File: src/rtl/vga_2048_pkg.sv
// Shared timing, board geometry and colour definitions for the 2048 VGA demo.
package vga_2048_pkg;

  localparam int H_VIS   = 640;
  localparam int H_FP    = 16;
  localparam int H_SYNC  = 96;
  localparam int H_BP    = 48;
  localparam int H_TOTAL = H_VIS + H_FP + H_SYNC + H_BP;

  localparam int V_VIS   = 480;
  localparam int V_FP    = 10;
  localparam int V_SYNC  = 2;
  localparam int V_BP    = 33;
  localparam int V_TOTAL = V_VIS + V_FP + V_SYNC + V_BP;

  localparam int HS_START = H_VIS + H_FP;
  localparam int HS_END   = HS_START + H_SYNC - 1;
  localparam int VS_START = V_VIS + V_FP;
  localparam int VS_END   = VS_START + V_SYNC - 1;

  localparam int BOARD_X0   = 100;
  localparam int BOARD_X1   = 539;
  localparam int BOARD_Y0   = 20;
  localparam int BOARD_Y1   = 459;
  localparam int TILE_X0    = 108;
  localparam int TILE_Y0    = 28;
  localparam int TILE_SIZE  = 100;
  localparam int TILE_PITCH = 108;
  localparam int TILES      = 4;

  typedef logic [11:0] rgb12_t;
  typedef logic [3:0]  exp_t;

  localparam rgb12_t COL_BG    = 12'hFFE;
  localparam rgb12_t COL_GAP   = 12'hBAA;
  localparam rgb12_t COL_BLACK = 12'h000;

  function automatic rgb12_t exp_colour(input exp_t e);
    case (e)
      4'd0:    return 12'hCBA;
      4'd1:    return 12'hEED;
      4'd2:    return 12'hEEC;
      4'd3:    return 12'hFB7;
      4'd4:    return 12'hF96;
      4'd5:    return 12'hF75;
      4'd6:    return 12'hF53;
      4'd7:    return 12'hEC7;
      4'd8:    return 12'hEC6;
      4'd9:    return 12'hEC5;
      4'd10:   return 12'hEC3;
      4'd11:   return 12'hEC2;
      default: return COL_BLACK;
    endcase
  endfunction

endpackage

File: src/rtl/vga_timing.sv
// 640x480@60 Hz counters advanced on pix_en; hs/vs/visible registered one tick behind.
module vga_timing
  import vga_2048_pkg::*;
(
  input  logic       clk,
  input  logic       clrn,
  input  logic       pix_en,
  output logic [9:0] h_cnt,
  output logic [9:0] v_cnt,
  output logic       hs,
  output logic       vs,
  output logic       visible
);

  logic [9:0] h_cnt_q, h_cnt_d;
  logic [9:0] v_cnt_q, v_cnt_d;
  logic       hs_q, hs_d;
  logic       vs_q, vs_d;
  logic       visible_q, visible_d;
  logic       h_wrap, v_wrap;

  always_comb begin
    h_wrap    = (h_cnt_q == 10'(H_TOTAL - 1));
    v_wrap    = (v_cnt_q == 10'(V_TOTAL - 1));
    h_cnt_d   = h_cnt_q;
    v_cnt_d   = v_cnt_q;
    hs_d      = hs_q;
    vs_d      = vs_q;
    visible_d = visible_q;
    if (pix_en) begin
      h_cnt_d = h_wrap ? '0 : h_cnt_q + 10'd1;
      if (h_wrap) v_cnt_d = v_wrap ? '0 : v_cnt_q + 10'd1;
      hs_d      = !((h_cnt_q >= 10'(HS_START)) && (h_cnt_q <= 10'(HS_END)));
      vs_d      = !((v_cnt_q >= 10'(VS_START)) && (v_cnt_q <= 10'(VS_END)));
      visible_d = (h_cnt_q < 10'(H_VIS)) && (v_cnt_q < 10'(V_VIS));
    end
  end

  always_ff @(posedge clk or negedge clrn) begin
    if (!clrn) begin
      h_cnt_q   <= '0;
      v_cnt_q   <= '0;
      hs_q      <= 1'b1;
      vs_q      <= 1'b1;
      visible_q <= 1'b0;
    end else begin
      h_cnt_q   <= h_cnt_d;
      v_cnt_q   <= v_cnt_d;
      hs_q      <= hs_d;
      vs_q      <= vs_d;
      visible_q <= visible_d;
    end
  end

  assign h_cnt   = h_cnt_q;
  assign v_cnt   = v_cnt_q;
  assign hs      = hs_q;
  assign vs      = vs_q;
  assign visible = visible_q;

endmodule

File: src/rtl/vga_demo_top.sv
// 2048 VGA demo top: clock divider, 4x4 exponent board and tile colour mux.
// Define DEMO_ANIM_EN to step every exponent once per 64 frames.
module vga_demo_top
  import vga_2048_pkg::*;
(
  input  logic        clk,
  input  logic        clrn,
  input  logic        rst,
  output logic        hs,
  output logic        vs,
  output logic [3:0]  r,
  output logic [3:0]  g,
  output logic [3:0]  b,
  output logic [31:0] clkdiv
);

  logic [31:0] clkdiv_q, clkdiv_d;
  logic        pix_en;
  logic [9:0]  h_cnt, v_cnt;
  logic        visible;
  exp_t        exp_q [16];
  exp_t        exp_d [16];
  rgb12_t      rgb_q, rgb_d, pix_colour;
  logic        in_board, col_hit, row_hit;
  logic [1:0]  col_idx, row_idx;
`ifdef DEMO_ANIM_EN
  logic [5:0]  frame_q, frame_d;
  logic        frame_end;
`endif

  always_comb begin
    clkdiv_d = clkdiv_q + 32'd1;
    pix_en   = (clkdiv_q[1:0] == 2'b11);
  end

  vga_timing u_timing (
    .clk     (clk),
    .clrn    (clrn),
    .pix_en  (pix_en),
    .h_cnt   (h_cnt),
    .v_cnt   (v_cnt),
    .hs      (hs),
    .vs      (vs),
    .visible (visible)
  );

  // Tile decode: a pixel lies in at most one column band and one row band.
  always_comb begin
    in_board = (h_cnt >= 10'(BOARD_X0)) && (h_cnt <= 10'(BOARD_X1)) &&
               (v_cnt >= 10'(BOARD_Y0)) && (v_cnt <= 10'(BOARD_Y1));
    col_hit = 1'b0;
    col_idx = '0;
    row_hit = 1'b0;
    row_idx = '0;
    for (int i = 0; i < TILES; i++) begin
      if ((h_cnt >= 10'(TILE_X0 + TILE_PITCH * i)) &&
          (h_cnt <= 10'(TILE_X0 + TILE_PITCH * i + TILE_SIZE - 1))) begin
        col_hit = 1'b1;
        col_idx = 2'(i);
      end
      if ((v_cnt >= 10'(TILE_Y0 + TILE_PITCH * i)) &&
          (v_cnt <= 10'(TILE_Y0 + TILE_PITCH * i + TILE_SIZE - 1))) begin
        row_hit = 1'b1;
        row_idx = 2'(i);
      end
    end
    if (!in_board)            pix_colour = COL_BG;
    else if (col_hit && row_hit) pix_colour = exp_colour(exp_q[{row_idx, col_idx}]);
    else                      pix_colour = COL_GAP;
    rgb_d = pix_en ? pix_colour : rgb_q;
  end

`ifdef DEMO_ANIM_EN
  assign frame_end = pix_en && (h_cnt == 10'(H_TOTAL - 1)) && (v_cnt == 10'(V_TOTAL - 1));
`endif

  always_comb begin
    exp_d = exp_q;
`ifdef DEMO_ANIM_EN
    frame_d = frame_q;
`endif
    if (rst) begin
      for (int i = 0; i < 16; i++) exp_d[i] = '0;
`ifdef DEMO_ANIM_EN
      frame_d = '0;
    end else if (frame_end) begin
      frame_d = frame_q + 6'd1;
      if (frame_q == 6'd63) begin
        for (int i = 0; i < 16; i++) exp_d[i] = (exp_q[i] >= 4'd11) ? 4'd0 : exp_q[i] + 4'd1;
      end
`endif
    end
  end

  always_ff @(posedge clk or negedge clrn) begin
    if (!clrn) begin
      clkdiv_q <= '0;
      rgb_q    <= COL_BLACK;
      for (int i = 0; i < 16; i++) exp_q[i] <= exp_t'(i % 12);
`ifdef DEMO_ANIM_EN
      frame_q  <= '0;
`endif
    end else begin
      clkdiv_q <= clkdiv_d;
      rgb_q    <= rgb_d;
      exp_q    <= exp_d;
`ifdef DEMO_ANIM_EN
      frame_q  <= frame_d;
`endif
    end
  end

  // Blanking is applied from the registered visible flag so rgb stays aligned with it.
  assign {r, g, b} = visible ? rgb_q : COL_BLACK;
  assign clkdiv    = clkdiv_q;

endmodule

File: config.mk
export PLATFORM = sky130hd
export DESIGN_NAME = vga_demo_top
export DESIGN_NICKNAME = d
export VERILOG_FILES = /design/src/rtl/vga_2048_pkg.sv /design/src/rtl/vga_timing.sv /design/src/rtl/vga_demo_top.sv
export SDC_FILE = /design/constraint.sdc
export NUM_CORES = 1
export LEC_CHECK = 0
export ABC_AREA = 0
export BUFFER_PORTS_ARGS = -buffer_cell sky130_fd_sc_hd__buf_4
export CORE_MARGIN = 5
export CORE_UTILIZATION = 52
export CTS_CLUSTER_DIAMETER = 40
export CTS_CLUSTER_SIZE = 28
export DETAILED_ROUTE_END_ITERATION = 6
export PLACE_DENSITY = 0.76
export SYNTH_ARGS = -nofsm -noshare
export SYNTH_HDL_FRONTEND = slang
export SYNTH_SLANG_ARGS = --single-unit
File: constraint.sdc
create_clock -name clk -period 2.5 [get_ports clk]
set_clock_uncertainty 0.1 [all_clocks]
set_input_delay 0.5 -clock clk [delete_from_list [all_inputs] [get_ports clk]]
set_output_delay 0.5 -clock clk [all_outputs]
set_load 0.02 [all_outputs]
==> impl_metrics.yaml <==
synthesis:
  netlist-cell-type-count: 69
  yosysWarnings: 0
  ys.flop_type: "dfrtp_1"
  syn_inst: 395
  post-synth-top-area-fraction_pct: 42.3
  yosysTopAreaCell: "dfrtp_1"
  ys_ff_latch: 68
  ys_seq_area_share_pct: 44.3
  synthArstFlopShare_pct: 100
  synth-edff-count: 0
  synth_area_um2: 3850
  synth_area_per_cell_um2: 9.74
  synth_area_leaders: "dfrtp_1, xnor2_1, ha_1"
  synthesis.nets: 409
timing:
  slew_headroom_pct: 64.9
  fin_crit_sh_pct: 93.8
  tns_ps: 0
  report.final.slew_viol_count: 0
  finalHoldViolCount: 0
  fin_crit_ps: 2340
  finalSetupViolCount: 0
  max_freq_ghz: 0.426
  rsz0062_at_grt: "false"
  worst_slew_pin_slew_ps: 523
floorplan:
  ios: 49
  initial_core_util_pct: 53.3
  die_h_um: 96.0
  dieArea_um2: 9220
  coreArea_um2: 7210
  die_x_um: 96.0
  rows: 31
routing:
  wire_per_inst_um: 15.5
  drtAntennaViolNets: 0
  drc: 0
  drtIter0Drc: 223
  vias_per_cell: 5.65
  drt-pass1-iter-count: 4
  wirelength_mm: 8.66
  vias: 3150
layout:
  area_growth_pct: 22.3
  finalInstanceArea_um2: 4710
  drive_gt1_share_pct: 25.3
  num_antenna_cells: 0
  fin_nets: 468
global_routing:
  antenna_found_initial: 0
  first_global_vias: 3034
  grt_pass1_wl_mm: 14.5
  grt_max_degree: 38
  overflow: 0
  grt_usage_pct: 19.9
pwr:
  p_sw_w: 0.000454
  power.density_nw_per_um2: 472
  irDropWorstVdd_mv: 0.329
  seq_power_share_pct: 49.4
  internal_power_w: 0.00177
  p_clk_share_pct: 49.4
  power_leakage_nw: 2.06
  pwr-share-comb_pct: 1.2
  p_sw_share_pct: 20.4
outcome:
  outcome: "finished, final reports clean"
clocking:
  cts_buffers: 9
  ctsLongestPathBuffers: 2
  cts.reportedPaths.clkPinSlew_ps: 80
  post_cts_buffers: 0
  cts_tree: "yes"
  h-tree-depth: 3
  insertion_delay_ps: 340
  clock-sinks: 68
  cts-root-buf: "clkbuf_8"
critical_path:
  crit_chain: "nor4_4, a32oi_2, o21ai_1, and2_4, inv_1, ha_1, a32oi_1, a2bb2oi_1, a221oi_1"
  r2r-start: "u_timing.h_cnt[6]$_DFFE_PN0P_"
  cp_slowest_cell: "dfrtp_2"
  r2r_end: "rgb_q[2]$_DFFE_PN0P_"
  r2r_setup_slack_ps: 160
  reg2reg_depth: 9
  crit_type: "reg2reg"
  critPathLaunchType: "register"
  end_kind: "register"
  cp.required_ps: 2630
  cp_max_fo: 7
  cpPeakStageDelay_ps: 480
  critPathArrivalTime_ps: 2470
placed_design:
  place_area_um2: 4410
  place_congestion: 0.967
  place_hpwl_mm: 6.20
  port_buffers: 48
hold_path:
  hold_path_class: "in2async"
flow_run:
  max_cap_violations: 0
-- worst max path at each step --
stage                                        from                    to  depth (start not counted)
floorplan           u_timing.h_cnt[3]$_DFFE_PN0P_  rgb_q[7]$_DFFE_PN0P_                          8
global placement    u_timing.h_cnt[5]$_DFFE_PN0P_  rgb_q[7]$_DFFE_PN0P_                          8
detailed placement  u_timing.h_cnt[7]$_DFFE_PN0P_  rgb_q[2]$_DFFE_PN0P_                          9
CTS                 u_timing.h_cnt[7]$_DFFE_PN0P_  rgb_q[2]$_DFFE_PN0P_                          9
global route        u_timing.h_cnt[6]$_DFFE_PN0P_  rgb_q[2]$_DFFE_PN0P_                          9
finish              u_timing.h_cnt[6]$_DFFE_PN0P_  rgb_q[2]$_DFFE_PN0P_                          9
-- critical path: cells and delay by family (launching register included) --
kind	cells	cell delay, ps
compound gates	5	890
simple gates	2	530
flops	1	480
buf+inv	1	70
fa+ha+maj	1	180
-- synthesized netlist by cell type (3+ instances only) --
library cell	n
dfrtp_1	65
a21o_1	3
xnor2_1	35
o21ai_1	4
a211oi_1	3
ha_1	11
nand3_1	18
dfstp_2	3
and3_1	4
xor2_1	7
and4_1	4
buf_2	13
nand2b_1	3
o32a_1	6
clkbuf_1	7
and2_1	15
nand2_1	30
inv_1	18
nor4_1	5
a21oi_1	13
nor3_1	11
nand4_1	17
o21ai_0	16
o211ai_1	3
a32oi_1	3
and3b_1	3
nor2_1	24
-- power groups by stage --
stage	Combinational [W]	Clock [W]	Sequential (W)
CTS	0.0000287	0.00111	0.00110
floorplan	0.00000000577	0	0.00112
detailed placement	0.0000288	0	0.00112
global placement	0.0000284	0	0.00112
finish	0.0000266	0.00110	0.00110
global route	0.0000323	0.00116	0.00110
-- flip-flops by register name, indices dropped and copies added (netlist names) --
register,flops
u_timing.hs,1
clkdiv,32
exp_q,1
rgb_q,12
u_timing.v_cnt,10
u_timing.vs,1
u_timing.h_cnt,10
u_timing.visible,1
-- logic make-up (layout without fill, tap and decap cells) --
family / after synthesis / in the layout / share of synthesized area, %
muxes: 3 / 3 / 0.813
AOI/OAI and AO/OA: 73 / 73 / 14.1
buffers and inverters: 43 / 107 / 4.71
DFF: 68 / 68 / 44.3
adders and majority gates: 11 / 11 / 3.58
xor gates and xnor gates: 42 / 42 / 9.56
and+or+nand+nor: 155 / 155 / 22.9
-- cell type report --
class,instances,area (um2)
fill,584,2510
multi-input combinational,284,2010
sequential,68,1710
timing repair buffer,71,546
clock buffer,10,128
tap,99,124
clock inverter,6,113
inverter,20,75.1
-- cell usage in the layout (no fill, tap or decap), types with 13 or more instances in the layout --
cell,n
buf_4,70
dfrtp_1,61
xnor2_1,35
nand2_1,29
nor2_1,24
inv_1,18
nand3_1,18
nand4_1,17
o21ai_0,15
and2_1,14
a21oi_1,13
-- layer usage --
layer  vias to the layer above  wire length (um)  track usage [%]
met2                        77              4320             32.5
met4                         0               151             6.87
met3                        17               290             3.52
li1                       1526                 -                -
met5                         -                 0                0
met1                      1530              3900             26.7
-- timing repair --
item | in CTS | in global routing
endpoints found under the hold margin | 0 | 0
setup endpoints to repair | 2 | 7
resized for setup | 2 | 12
pin swaps | 0 | 0
hold buffers | 0 | 0
-- stage by stage --
step	power [W]	util [%]	setup WS (ps)	hold WS [ps]	std cells
final	0.00222	65.2	155	22.1	558
after floorplan	0.00112	-	143	104	395
after global placement	0.00115	61.2	157	343	542
after global routing	0.00229	65.2	20.8	54.4	558
after CTS	0.00224	64.6	4.54	29.2	558
after detailed placement	0.00115	61.2	-16.1	349	542
Power figures use the tool's default switching activity.
